## config.mk

```make
export PLATFORM = sky130hd
export DESIGN_NAME = alu_arbiter_flat
export DESIGN_NICKNAME = d
export VERILOG_FILES = /design/src/rtl/alu_arbiter_if.sv /design/src/rtl/alu_arbiter.sv /design/src/flat_wrapper.sv
export SDC_FILE = /design/constraint.sdc
export NUM_CORES = 1
export LEC_CHECK = 0
export CAP_MARGIN = 0
export CORE_MARGIN = 4
export CORE_UTILIZATION = 49
export DETAILED_ROUTE_END_ITERATION = 8
export PLACE_DENSITY = 0.91
export REMOVE_ABC_BUFFERS = 1
export SKIP_CTS_REPAIR_TIMING = 1
export SYNTH_ARGS = -nofsm -noshare
export SYNTH_HDL_FRONTEND = slang
export SYNTH_SLANG_ARGS = --single-unit
```

## constraint.sdc

```tcl
create_clock -name clk -period 4.6 [get_ports clk]
set_clock_uncertainty 0.2 [all_clocks]
set_input_delay 0.46 -clock clk [delete_from_list [all_inputs] [get_ports clk]]
set_output_delay 0.46 -clock clk [all_outputs]
set_load 0.02 [all_outputs]
```

## src/rtl/alu_arbiter_if.sv

```systemverilog
// rtl/alu_arbiter_if.sv - requester, ALU-slice and response signals of alu_arbiter
interface alu_arbiter_if #(
  parameter int DATA_W = 8,
  parameter int OP_W   = 2
);
  logic              req0_valid;
  logic              req0_ready;
  logic [OP_W-1:0]   req0_op;
  logic [DATA_W-1:0] req0_a;
  logic [DATA_W-1:0] req0_b;
  logic              req1_valid;
  logic              req1_ready;
  logic [OP_W-1:0]   req1_op;
  logic [DATA_W-1:0] req1_a;
  logic [DATA_W-1:0] req1_b;
  logic [DATA_W-1:0] alu_acc;
  logic [DATA_W-1:0] alu_b;
  logic [OP_W-1:0]   alu_control;
  logic [DATA_W-1:0] alu_result;
  logic              resp_valid;
  logic              resp_ready;
  logic              resp_id;
  logic [DATA_W-1:0] resp_data;

  modport slave (
    input  req0_valid, req0_op, req0_a, req0_b,
    input  req1_valid, req1_op, req1_a, req1_b,
    output req0_ready, req1_ready,
    output alu_acc, alu_b, alu_control,
    input  alu_result,
    output resp_valid, resp_id, resp_data,
    input  resp_ready
  );

  modport master (
    output req0_valid, req0_op, req0_a, req0_b,
    output req1_valid, req1_op, req1_a, req1_b,
    input  req0_ready, req1_ready,
    input  alu_acc, alu_b, alu_control,
    output alu_result,
    input  resp_valid, resp_id, resp_data,
    output resp_ready
  );
endinterface

```

## src/rtl/alu_arbiter.sv

```systemverilog
// rtl/alu_arbiter.sv - round-robin sharing of one ALU slice between two requesters
module alu_arbiter #(
  parameter int DATA_W = 8,
  parameter int OP_W   = 2
) (
  input  logic          clk,
  input  logic          reset,
  alu_arbiter_if.slave  bus
);
  typedef enum logic [1:0] {IDLE, SETUP, EXEC, RESP} state_t;

  state_t            state_q, state_d;
  logic              prio_q, prio_d;
  logic              id_q, id_d;
  logic [OP_W-1:0]   op_q, op_d;
  logic [DATA_W-1:0] a_q, a_d;
  logic [DATA_W-1:0] b_q, b_d;
  logic [OP_W-1:0]   ctrl_q, ctrl_d;
  logic [DATA_W-1:0] acc_q, acc_d;
  logic [DATA_W-1:0] alub_q, alub_d;
  logic              rvalid_q, rvalid_d;
  logic              rid_q, rid_d;
  logic [DATA_W-1:0] rdata_q, rdata_d;

  logic              any_valid;
  logic              grant_id;
  logic              ready0, ready1;
  logic [OP_W-1:0]   g_op;
  logic [DATA_W-1:0] g_a, g_b;

  always_ff @(posedge clk) begin
    if (reset) begin
      state_q  <= IDLE;
      prio_q   <= 1'b0;
      id_q     <= 1'b0;
      op_q     <= '0;
      a_q      <= '0;
      b_q      <= '0;
      ctrl_q   <= '0;
      acc_q    <= '0;
      alub_q   <= '0;
      rvalid_q <= 1'b0;
      rid_q    <= 1'b0;
      rdata_q  <= '0;
    end else begin
      state_q  <= state_d;
      prio_q   <= prio_d;
      id_q     <= id_d;
      op_q     <= op_d;
      a_q      <= a_d;
      b_q      <= b_d;
      ctrl_q   <= ctrl_d;
      acc_q    <= acc_d;
      alub_q   <= alub_d;
      rvalid_q <= rvalid_d;
      rid_q    <= rid_d;
      rdata_q  <= rdata_d;
    end
  end

  always_comb begin
    state_d  = state_q;
    prio_d   = prio_q;
    id_d     = id_q;
    op_d     = op_q;
    a_d      = a_q;
    b_d      = b_q;
    ctrl_d   = ctrl_q;
    acc_d    = acc_q;
    alub_d   = alub_q;
    rvalid_d = rvalid_q;
    rid_d    = rid_q;
    rdata_d  = rdata_q;
    ready0   = 1'b0;
    ready1   = 1'b0;

    any_valid = bus.req0_valid | bus.req1_valid;
    grant_id  = (bus.req0_valid && bus.req1_valid) ? prio_q : bus.req1_valid;
    g_op      = grant_id ? bus.req1_op : bus.req0_op;
    g_a       = grant_id ? bus.req1_a  : bus.req0_a;
    g_b       = grant_id ? bus.req1_b  : bus.req0_b;

    case (state_q)
      IDLE: begin
        if (any_valid) begin
          ready0  = ~grant_id;
          ready1  = grant_id;
          op_d    = g_op;
          a_d     = g_a;
          b_d     = g_b;
          id_d    = grant_id;
          prio_d  = ~grant_id;
          // Complemented operands are presented during SETUP so every
          // operand bit toggles again in EXEC with the function code settled.
          ctrl_d  = g_op;
          acc_d   = ~g_a;
          alub_d  = ~g_b;
          state_d = SETUP;
        end
      end
      SETUP: begin
        acc_d   = a_q;
        alub_d  = b_q;
        state_d = EXEC;
      end
      EXEC: begin
        rdata_d  = bus.alu_result;
        rid_d    = id_q;
        rvalid_d = 1'b1;
        state_d  = RESP;
      end
      RESP: begin
        if (bus.resp_ready) begin
          rvalid_d = 1'b0;
          state_d  = IDLE;
        end
      end
      default: state_d = IDLE;
    endcase
  end

  assign bus.req0_ready  = ready0;
  assign bus.req1_ready  = ready1;
  assign bus.alu_acc     = acc_q;
  assign bus.alu_b       = alub_q;
  assign bus.alu_control = ctrl_q;
  assign bus.resp_valid  = rvalid_q;
  assign bus.resp_id     = rid_q;
  assign bus.resp_data   = rdata_q;
endmodule

```

## src/flat_wrapper.sv

```systemverilog
// flat-port wrapper written by rule: the top's interface ports become plain ports
module alu_arbiter_flat 
#(
  parameter int DATA_W = 8,
  parameter int OP_W   = 2
)
  (clk, reset, bus_req0_valid, bus_req0_op, bus_req0_a, bus_req0_b, bus_req1_valid, bus_req1_op, bus_req1_a, bus_req1_b, bus_req0_ready, bus_req1_ready, bus_alu_acc, bus_alu_b, bus_alu_control, bus_alu_result, bus_resp_valid, bus_resp_id, bus_resp_data, bus_resp_ready);
  alu_arbiter_if #(.DATA_W(DATA_W), .OP_W(OP_W)) bus_i ();
  input  logic clk;
  input  logic reset;
  input wire logic [$bits(bus_i.req0_valid)-1:0] bus_req0_valid;
  input wire logic [$bits(bus_i.req0_op)-1:0] bus_req0_op;
  input wire logic [$bits(bus_i.req0_a)-1:0] bus_req0_a;
  input wire logic [$bits(bus_i.req0_b)-1:0] bus_req0_b;
  input wire logic [$bits(bus_i.req1_valid)-1:0] bus_req1_valid;
  input wire logic [$bits(bus_i.req1_op)-1:0] bus_req1_op;
  input wire logic [$bits(bus_i.req1_a)-1:0] bus_req1_a;
  input wire logic [$bits(bus_i.req1_b)-1:0] bus_req1_b;
  output wire logic [$bits(bus_i.req0_ready)-1:0] bus_req0_ready;
  output wire logic [$bits(bus_i.req1_ready)-1:0] bus_req1_ready;
  output wire logic [$bits(bus_i.alu_acc)-1:0] bus_alu_acc;
  output wire logic [$bits(bus_i.alu_b)-1:0] bus_alu_b;
  output wire logic [$bits(bus_i.alu_control)-1:0] bus_alu_control;
  input wire logic [$bits(bus_i.alu_result)-1:0] bus_alu_result;
  output wire logic [$bits(bus_i.resp_valid)-1:0] bus_resp_valid;
  output wire logic [$bits(bus_i.resp_id)-1:0] bus_resp_id;
  output wire logic [$bits(bus_i.resp_data)-1:0] bus_resp_data;
  input wire logic [$bits(bus_i.resp_ready)-1:0] bus_resp_ready;
  assign bus_i.req0_valid = bus_req0_valid;
  assign bus_i.req0_op = bus_req0_op;
  assign bus_i.req0_a = bus_req0_a;
  assign bus_i.req0_b = bus_req0_b;
  assign bus_i.req1_valid = bus_req1_valid;
  assign bus_i.req1_op = bus_req1_op;
  assign bus_i.req1_a = bus_req1_a;
  assign bus_i.req1_b = bus_req1_b;
  assign bus_req0_ready = bus_i.req0_ready;
  assign bus_req1_ready = bus_i.req1_ready;
  assign bus_alu_acc = bus_i.alu_acc;
  assign bus_alu_b = bus_i.alu_b;
  assign bus_alu_control = bus_i.alu_control;
  assign bus_i.alu_result = bus_alu_result;
  assign bus_resp_valid = bus_i.resp_valid;
  assign bus_resp_id = bus_i.resp_id;
  assign bus_resp_data = bus_i.resp_data;
  assign bus_i.resp_ready = bus_resp_ready;
  alu_arbiter #(.DATA_W(DATA_W), .OP_W(OP_W)) u_core (.clk(clk), .reset(reset), .bus(bus_i));
endmodule
```

==> results of run 1 <==
-- critical path, stage by stage --
cell	delay, ns
clkdlybuf4s50_1	0.97
and3_2	0.33
clkdlybuf4s50_1	0.62
-- layout by cell type (no fill, tap or decap), types with 7 or more instances in the layout --
cell	n
clkdlybuf4s50_1	77
nor3_1	16
a211o_1	16
mux2i_1	12
dfxtp_1	48
nor2_1	50
a311oi_2	12
and3_2	9
clkbuf_8	7
a211oi_1	19
nand2_1	17
-- metrics by stage --
step	cells	utilization [%]	instance area (sq um)	setup slack, ns	hold slack [ns]
global route	371	71.25	3188	1.432	0.3052
CTS	371	71.25	3188	1.563	0.2746
detailed placement	363	68.43	3062	1.423	0.2606
global placement	363	68.43	3062	1.520	0.2525
finish	371	71.25	3188	1.564	0.2748
floorplan	231	-	2192	1.235	0.2356
-- power by group through the flow --
| stage | Clock, mW | Combinational, mW | Sequential, mW |
|---|---|---|---|
| floorplan | 0 | 0.555 | 0.769 |
| global placement | 0 | 1.03 | 0.660 |
| detailed placement | 0 | 1.06 | 0.666 |
| CTS | 0.331 | 1.07 | 0.657 |
| global route | 0.351 | 1.15 | 0.679 |
| finish | 0.328 | 1.06 | 0.658 |
-- per-layer routing --
| layer | wire (um) | up-vias | track usage [%] |
|---|---|---|---|
| met5 | 0 | - | 0 |
| met4 | 65 | 0 | 5.616 |
| met3 | 404 | 4 | 5.269 |
| met2 | 3050 | 70 | 36.85 |
| met1 | 2471 | 1012 | 23.13 |
| li1 | - | 1049 | - |
-- area by class of cell --
type / instances / area (sq um) / share of cell area (%)
inverters: 2 / 7.507 / 0.2355
clock inverters: 1 / 30.03 / 0.9419
clock buffers: 7 / 96.34 / 3.022
multi-input cells: 181 / 1237 / 38.81
flip-flops and latches: 48 / 960.9 / 30.14
well taps: 52 / 65.06 / 2.041
repair buffers: 80 / 790.8 / 24.80
-- state kept, by name, indices dropped and copies added (netlist names) --
register and flops:
u_core.a_q 8, u_core.b_q 8, u_core.bus.alu_acc 8, u_core.bus.alu_b 8, u_core.bus.alu_control 2, u_core.bus.resp_data 8
u_core.bus.resp_id 1, u_core.bus.resp_valid 1, u_core.id_q 1, u_core.prio_q 1, u_core.state_q 2
-- cells by family (layout without fill, tap and decap cells) --
| logic type | Yosys count | count (layout) | synth area share [%] |
|---|---|---|---|
| flops | 48 | 48 | 41.36 |
| fa+ha+maj | 5 | 5 | 2.693 |
| mux | 12 | 12 | 5.170 |
| compound gates | 59 | 59 | 23.48 |
| buf+inv | 26 | 90 | 5.977 |
| simple gates | 105 | 105 | 21.32 |
-- worst min path at each step --
stage / start / to / slack [ns] / cells past startpoint
3_5_place_dp: u_core.prio_q$_SDFFE_PP0P_ / u_core.prio_q$_SDFFE_PP0P_ / 0.26 / 1
4_1_cts: u_core.prio_q$_SDFFE_PP0P_ / u_core.prio_q$_SDFFE_PP0P_ / 0.27 / 1
6_report: u_core.prio_q$_SDFFE_PP0P_ / u_core.prio_q$_SDFFE_PP0P_ / 0.27 / 1
2_1_floorplan: u_core.prio_q$_SDFFE_PP0P_ / u_core.prio_q$_SDFFE_PP0P_ / 0.24 / 1
5_1_grt: u_core.prio_q$_SDFFE_PP0P_ / u_core.prio_q$_SDFFE_PP0P_ / 0.31 / 1
3_3_place_gp: u_core.prio_q$_SDFFE_PP0P_ / u_core.prio_q$_SDFFE_PP0P_ / 0.25 / 1
==> impl_metrics.env, run 1 <==
export IMPL_outcome="finished clean"
export IMPL_rsz0062_at_grt="false"
export IMPL_pwr_share_comb_pct=51.9
export IMPL_drt_total_wl_mm=5.992
export IMPL_grt_pass1_wl_mm=9.722
export IMPL_path_clk_slew_ns=0.08
export IMPL_synthArstFlopShare_pct=0
export IMPL_cts_tree="done"
export IMPL_die_area_sq_um=5907
export IMPL_reg2reg_depth=7
export IMPL_switching_share_pct=39.98
export IMPL_clk_latency_ns=0.29
export IMPL_cts_sinks=48
export IMPL_cts_max_path_buffers=2
export IMPL_hold_viol_final=0
export IMPL_drc_errors=0
export IMPL_drt_initial_drc_count=147
export IMPL_crit_required_ns=3.94
export IMPL_finalCriticalPeriod_ns=3.036
export IMPL_critPathKind="in2out"
export IMPL_internal_power_mw=1.230
export IMPL_slew_viol_final=0
export IMPL_synth_area_leaders="dfxtp_1 41%, nor2_1 8.1%, a311oi_2 7.8%"
export IMPL_worstPathMaxFanout=22
export IMPL_synth_seq_area_share_pct=41.36
export IMPL_hp_class="reg2reg"
export IMPL_core_area_sq_um=4474
export IMPL_p_sw_mw=0.8196
export IMPL_yosys_area_top_type="dfxtp_1"
export IMPL_r2r_end="u_core.bus.alu_acc[1]$_SDFFE_PP0P_"
export IMPL_initial_core_util_pct=51.93
export IMPL_post_drt_wl_per_cell_um=16.15
export IMPL_cap_violations=0
export IMPL_port_buffers=78
export IMPL_syn_inst=255
export IMPL_fmax_mhz=329.4
export IMPL_grt_max_degree=49
export IMPL_synth_cell_type_count=24
export IMPL_fill_cells=357
export IMPL_start_kind="primary input"
export IMPL_cts_htree_levels=2
export IMPL_synth_most_common_cell="nor2_1"
export IMPL_areaGrowthSynthToFinish_pct=37.21
export IMPL_fp_row_count=24
export IMPL_grt_pass1_vias=2069
export IMPL_p_leak_nw=1.244
export IMPL_worst_slew_pin_slew_ns=0.9941
export IMPL_globalplace_congestion=0.7498
export IMPL_die_h_um=76.86
export IMPL_irDropWorstVdd_v=0.0003278
export IMPL_postRouteAntennaNets=0
export IMPL_ys_flop_type="dfxtp_1"
export IMPL_r2r_start="u_core.state_q[1]$_SDFFE_PP0P_"
export IMPL_finalSetupViolations=0
export IMPL_fp_dieW_um=76.86
export IMPL_tns_ns=0
export IMPL_crit_path_end="bus_req1_ready"
export IMPL_avgSynthCellArea_sq_um=9.112
export IMPL_startpoint="bus_req1_valid"
export IMPL_syn_area_sq_um=2323
export IMPL_vias=2135
export IMPL_antenna_found_initial=0
export IMPL_min_period_over_period_pct=65.99
export IMPL_antenna_diode_count=0
export IMPL_pwr_share_seq_pct=32.1
export IMPL_top_level_ports=79
export IMPL_nets=372
export IMPL_cts_root_buf="clkbuf_8"
export IMPL_gr_total_overflow=0
export IMPL_worstPathArrival_ns=2.38
export IMPL_yosysTopAreaCellShare_pct=41.36
export IMPL_yosysWarnings=0
export IMPL_power_density_nw_per_um2=643.0
export IMPL_dp_hpwl_mm=4.051
export IMPL_cts_made_buffers=5
export IMPL_grt_util_all_layers_pct=20.23
export IMPL_p_total_mw=2.050
export IMPL_firstDrtPassIters=4
export IMPL_relSlewSlack_pct=33.73
export IMPL_ys_ff_latch=48
export IMPL_synth_edff_count=0
export IMPL_reg2reg_slack_ns=2.08
export IMPL_ys_top_cells_by_count="50 x nor2_1, 48 x dfxtp_1, 19 x a211oi_1, 17 x nand2_1"
export IMPL_drive_gt1_share_pct=12.23
export IMPL_clock_power_share_pct=16.0
export IMPL_routed_via_density=5.755
export IMPL_crit_path_end_kind="output port"
Note: power is estimated with default switching activity, not from simulation.
==> inputs of run 2 (changes only) <==
--- a/config.mk
+++ b/config.mk
@@ -7,9 +7,9 @@
 export LEC_CHECK = 0
 export CAP_MARGIN = 0
 export CORE_MARGIN = 4
-export CORE_UTILIZATION = 49
+export CORE_UTILIZATION = 41
 export DETAILED_ROUTE_END_ITERATION = 8
-export PLACE_DENSITY = 0.91
+export PLACE_DENSITY = 0.82
 export REMOVE_ABC_BUFFERS = 1
 export SKIP_CTS_REPAIR_TIMING = 1
 export SYNTH_ARGS = -nofsm -noshare
==> constraint.sdc (replaced) <==
create_clock -name clk -period 2.7 [get_ports clk]
set_clock_uncertainty 0.2 [all_clocks]
set_input_delay 0.27 -clock clk [delete_from_list [all_inputs] [get_ports clk]]
set_output_delay 0.27 -clock clk [all_outputs]
set_load 0.02 [all_outputs]
==> impl_metrics.env, run 2 (synthesized netlist as in run 1, its figures left out) <==
export IMPL_outcome="finished clean"
export IMPL_crit_required_ns=2.23
export IMPL_path_clk_slew_ns=0.09
export IMPL_post_drt_wl_per_cell_um=15.26
export IMPL_port_buffers=78
export IMPL_grt_pass1_vias=2162
export IMPL_fin_util_pct=59.58
export IMPL_die_h_um=83.28
export IMPL_antenna_found_initial=0
export IMPL_initial_core_util_pct=42.19
export IMPL_fin_cells=399
export IMPL_die_area_sq_um=6936
export IMPL_start_kind="primary input"
export IMPL_gr_total_overflow=0
export IMPL_grt_util_all_layers_pct=18.12
export IMPL_hold_worst_slack_ns=0.2851
export IMPL_areaGrowthSynthToFinish_pct=41.20
export IMPL_r2r_end="u_core.bus.alu_acc[2]$_SDFFE_PP0P_"
export IMPL_power_density_nw_per_um2=1078
export IMPL_routed_via_density=5.306
export IMPL_p_leak_nw=1.284
export IMPL_slew_viol_final=0
export IMPL_nets=380
export IMPL_fp_row_count=27
export IMPL_worstPathMaxFanout=12
export IMPL_drt_initial_drc_count=150
export IMPL_dp_hpwl_mm=4.225
export IMPL_cts_max_path_buffers=2
export IMPL_clk_latency_ns=0.30
export IMPL_hold_viol_final=0
export IMPL_cap_violations=0
export IMPL_fp_dieW_um=83.28
export IMPL_final_cell_mix="77 x clkdlybuf4s50_1, 50 x nor2_1, 48 x dfxtp_1, 19 x a211oi_1, 17 x nand2_1"
export IMPL_antenna_diode_count=0
export IMPL_final_common_cell="clkdlybuf4s50_1"
export IMPL_drt_total_wl_mm=6.088
export IMPL_min_to="u_core.prio_q$_SDFFE_PP0P_"
export IMPL_hp_class="reg2reg"
export IMPL_drive_gt1_share_pct=14.37
export IMPL_place_inst=391
export IMPL_r2r_start="u_core.prio_q$_SDFFE_PP0P_"
export IMPL_postRouteAntennaNets=0
export IMPL_hold_start="u_core.prio_q$_SDFFE_PP0P_"
export IMPL_finalSetupViolations=0
export IMPL_vias=2117
export IMPL_relSlewSlack_pct=59.35
export IMPL_reg2reg_depth=5
export IMPL_p_total_mw=3.535
export IMPL_worstPathArrival_ns=2.01
export IMPL_globalplace_congestion=0.7724
export IMPL_core_area_sq_um=5507
export IMPL_cts_tree="done"
export IMPL_multi_input_area_sq_um=1237
export IMPL_min_period_over_period_pct=91.73
export IMPL_cts_root_buf="clkbuf_8"
export IMPL_irDropWorstVdd_v=0.0005250
export IMPL_drc_errors=0
export IMPL_cts_htree_levels=2
export IMPL_top_level_ports=79
export IMPL_cts_made_buffers=5
export IMPL_rsz0062_at_grt="false"
export IMPL_regArea_sq_um=960.9
export IMPL_grt_pass1_wl_mm=10.40
export IMPL_holdPathStages=1
export IMPL_critPathKind="in2out"
export IMPL_grt_max_degree=49
export IMPL_worst_slew_pin_slew_ns=0.6097
export IMPL_finalCriticalPeriod_ns=2.477
export IMPL_fmax_mhz=403.8
export IMPL_firstDrtPassIters=4
export IMPL_crit_path_end_kind="output port"
export IMPL_fill_cells=494
export IMPL_cts_sinks=48
export IMPL_reg2reg_slack_ns=0.59
-- run 2: changes by cell type in the layout (fill, tap and decap cells not counted) --
| cell | before | now |
|---|---|---|
| buf_12 | 0 | 1 |
| clkbuf_8 | 7 | 6 |
| clkinv_4 | 0 | 1 |
| buf_4 | 2 | 9 |
-- run 2: through the flow --
stage / area (sq um) / TNS, ns / setup slack [ns]
after floorplan: 2192 / -10.40 / -0.6646
after global placement: 3159 / 0 / 0.2847
after detailed placement: 3159 / 0 / 0.2440
after CTS: 3281 / 0 / 0.2092
after global routing: 3281 / 0 / 0.1554
final: 3281 / 0 / 0.2234
-- run 2: worst max path at each step --
stage               depth (start not counted)                            from  slack (ns)                               end
floorplan                                   6  u_core.state_q[1]$_SDFFE_PP0P_       -0.66  u_core.bus.alu_b[7]$_SDFFE_PP0P_
global placement                            4                  bus_req0_valid        0.28                    bus_req1_ready
detailed placement                          4                  bus_req0_valid        0.24                    bus_req1_ready
CTS                                         4                  bus_req0_valid        0.21                    bus_req1_ready
global route                                4  u_core.state_q[0]$_SDFFE_PP0P_        0.16                    bus_req1_ready
finish                                      4                  bus_req0_valid        0.22                    bus_req1_ready
-- run 2: layer usage --
metal / GRT usage (%) / wire length (um)
met3: 3.472 / 236
met4: 6.241 / 63
met5: 0 / 0
met1: 21.22 / 2559
met2: 32.73 / 3229
-- run 2: critical path, cell delays in order --
cell and delay [ns]:
clkdlybuf4s50_1 0.47, nand2b_1 0.40, and3_2 0.27, clkdlybuf4s50_1 0.60
-- run 2: layout make-up --
cell class	instances	share of cell area (%)
sequential	48	29.29
clock buffer	6	2.517
timing repair buffer	88	26.32
multi-input combinational	181	37.72
clock inverter	2	1.182
tap	72	2.746
inverter	2	0.2288
-- run 2: power by group --
part	switching [mW]	total, mW	internal [mW]
clock	0.252	0.555	0.303
sequential	0.140	1.12	0.977
combinational	1.02	1.86	0.841
==> inputs of run 3 (changes only) <==
--- a/config.mk
+++ b/config.mk
@@ -6,8 +6,10 @@
 export NUM_CORES = 1
 export LEC_CHECK = 0
 export CAP_MARGIN = 0
-export CORE_MARGIN = 4
+export CORE_MARGIN = 1
 export CORE_UTILIZATION = 41
+export CTS_BUF_LIST = sky130_fd_sc_hd__clkbuf_8 sky130_fd_sc_hd__clkbuf_16
+export CTS_CLUSTER_DIAMETER = 200
 export DETAILED_ROUTE_END_ITERATION = 8
 export PLACE_DENSITY = 0.82
 export REMOVE_ABC_BUFFERS = 1
==> impl_metrics.env, run 3 (synthesized netlist as in run 1, its figures left out) <==
export IMPL_outcome="finished clean"
export IMPL_critPathMaxStageDelay_ns=0.63
export IMPL_grt_max_degree=35
export IMPL_gr_total_overflow=0
export IMPL_switching_share_pct=41.00
export IMPL_place_inst=391
export IMPL_drt_total_wl_mm=5.809
export IMPL_p_sw_mw=1.403
export IMPL_cp_cell_sequence="inv_1 > ha_1 > o21ai_2 > a21oi_1 > clkdlybuf4s50_1"
export IMPL_pre_cts_ws_ns=0.1836
export IMPL_antenna_found_initial=0
export IMPL_final_cell_mix="77 x clkdlybuf4s50_1, 50 x nor2_1, 48 x dfxtp_1, 19 x a211oi_1, 17 x nand2_1"
export IMPL_cts_sinks=48
export IMPL_final_common_cell="clkdlybuf4s50_1"
export IMPL_finalSetupViolations=0
export IMPL_finalCriticalPeriod_ns=2.485
export IMPL_layout_setup_ws_ns=0.2149
export IMPL_met3_wirelength_um=386
export IMPL_path_clk_slew_ns=0.09
export IMPL_fp_dieW_um=77.28
export IMPL_worstPathArrival_ns=2.02
export IMPL_tns_ns=0
export IMPL_critPathTopFamily="buffers and inverters"
export IMPL_min_period_over_period_pct=92.04
export IMPL_cts_htree_levels=2
export IMPL_internal_power_mw=2.018
export IMPL_grt_util_all_layers_pct=20.14
export IMPL_cap_violations=0
export IMPL_fin_area_sq_um=3243
export IMPL_port_buffers=78
export IMPL_cts_made_buffers=5
export IMPL_drc_errors=0
export IMPL_postRouteAntennaNets=0
export IMPL_post_drt_wl_per_cell_um=14.56
export IMPL_worstPathMaxFanout=8
export IMPL_pwr_share_comb_pct=53.9
export IMPL_critPathBufInv=2
export IMPL_globalplace_congestion=0.7396
export IMPL_firstDrtPassIters=4
export IMPL_initial_core_util_pct=42.46
export IMPL_p_total_mw=3.421
export IMPL_dp_hpwl_mm=4.032
export IMPL_rsz0062_at_grt="false"
export IMPL_slew_viol_final=0
export IMPL_regArea_sq_um=960.9
export IMPL_vias=2147
export IMPL_irDropWorstVdd_v=0.0005175
export IMPL_fin_cells=399
export IMPL_hold_viol_final=0
export IMPL_p_leak_nw=1.269
export IMPL_grt_pass1_wl_mm=9.653
export IMPL_fp_row_count=27
export IMPL_top_layer_used="met4"
export IMPL_multi_input_area_sq_um=1237
export IMPL_pwr_share_seq_pct=32.8
export IMPL_cts_root_buf="clkbuf_8"
export IMPL_worst_slew_pin_slew_ns=0.9157
export IMPL_die_area_sq_um=5972
export IMPL_crit_required_ns=2.23
export IMPL_clk_latency_ns=0.30
export IMPL_cts_max_path_buffers=2
export IMPL_met1_length_mm=2.566
export IMPL_fmax_mhz=402.4
export IMPL_fill_cells=485
export IMPL_routed_via_density=5.381
export IMPL_clock_power_share_pct=13.3
export IMPL_critPathKind="reg2out"
export IMPL_areaGrowthSynthToFinish_pct=39.58
export IMPL_nets=380
export IMPL_top_level_ports=79
export IMPL_wl_met2_mm=2.781
export IMPL_cpMaxStageDelayCell="clkdlybuf4s50_1"
export IMPL_drive_gt1_share_pct=14.37
export IMPL_grt_pass1_vias=2052
export IMPL_drt_initial_drc_count=142
export IMPL_crit_path_end_kind="output port"
export IMPL_placed_cell_area_sq_um=3147
export IMPL_power_density_nw_per_um2=1055
export IMPL_antenna_diode_count=0
export IMPL_cts_tree="done"
export IMPL_start_kind="register"
export IMPL_core_area_sq_um=5473
export IMPL_hp_class="in2reg"
export IMPL_die_h_um=77.28
export IMPL_relSlewSlack_pct=38.68
-- run 3: stage by stage --
step                      hold WS (ns)  util, %
final                           0.1197    59.26
after global routing            0.1217    59.26
after CTS                       0.1135    59.26
after detailed placement        0.2709    57.50
after global placement          0.2575    57.50
after floorplan                 0.1379        -
-- run 3: final timing paths --
path | depth (start not counted) | slack [ns] | from | to
max reg2reg | 5 | 0.47 | u_core.state_q[0]$_SDFFE_PP0P_ | u_core.bus.alu_control[0]$_SDFFE_PP0P_
min | 2 | 0.12 | reset | u_core.bus.resp_valid$_SDFFE_PP0P_
min reg2reg | 2 | 0.28 | u_core.a_q[3]$_SDFFE_PP0P_ | u_core.bus.alu_acc[3]$_SDFFE_PP0P_
max | 5 | 0.21 | u_core.state_q[0]$_SDFFE_PP0P_ | bus_req0_ready
-- run 3: layer usage --
| layer | track usage, % | vias to the layer above |
|---|---|---|
| met4 | 7.170 | 0 |
| met2 | 33.54 | 88 |
| met1 | 25.51 | 985 |
| li1 | - | 1068 |
| met5 | 0 | - |
| met3 | 4.167 | 6 |
-- run 3: power groups by stage --
stage | Clock [mW] | Combinational, mW | Sequential, mW
after CTS | 0.471 | 1.86 | 1.12
after global routing | 0.498 | 2.00 | 1.15
after global placement | 0 | 1.81 | 1.13
after detailed placement | 0 | 1.85 | 1.13
final | 0.455 | 1.84 | 1.12
after floorplan | 0 | 0.946 | 1.31
-- run 3: worst register-to-register path: cells and delay by family (launching register included) --
| kind | cells | cell delay [ns] |
|---|---|---|
| buffers and inverters | 1 | 0.11 |
| and+or+nand+nor | 2 | 0.91 |
| adders and majority gates | 1 | 0.37 |
| DFF | 1 | 0.35 |
| AOI/OAI and AO/OA | 1 | 0.22 |
-- run 3: layout make-up --
| type | instances | share of cell area [%] |
|---|---|---|
| inverter | 2 | 0.2315 |
| timing repair buffer | 88 | 26.23 |
| sequential | 48 | 29.63 |
| multi-input combinational | 181 | 38.16 |
| tap | 72 | 2.778 |
| clock inverter | 2 | 0.4244 |
| clock buffer | 6 | 2.546 |
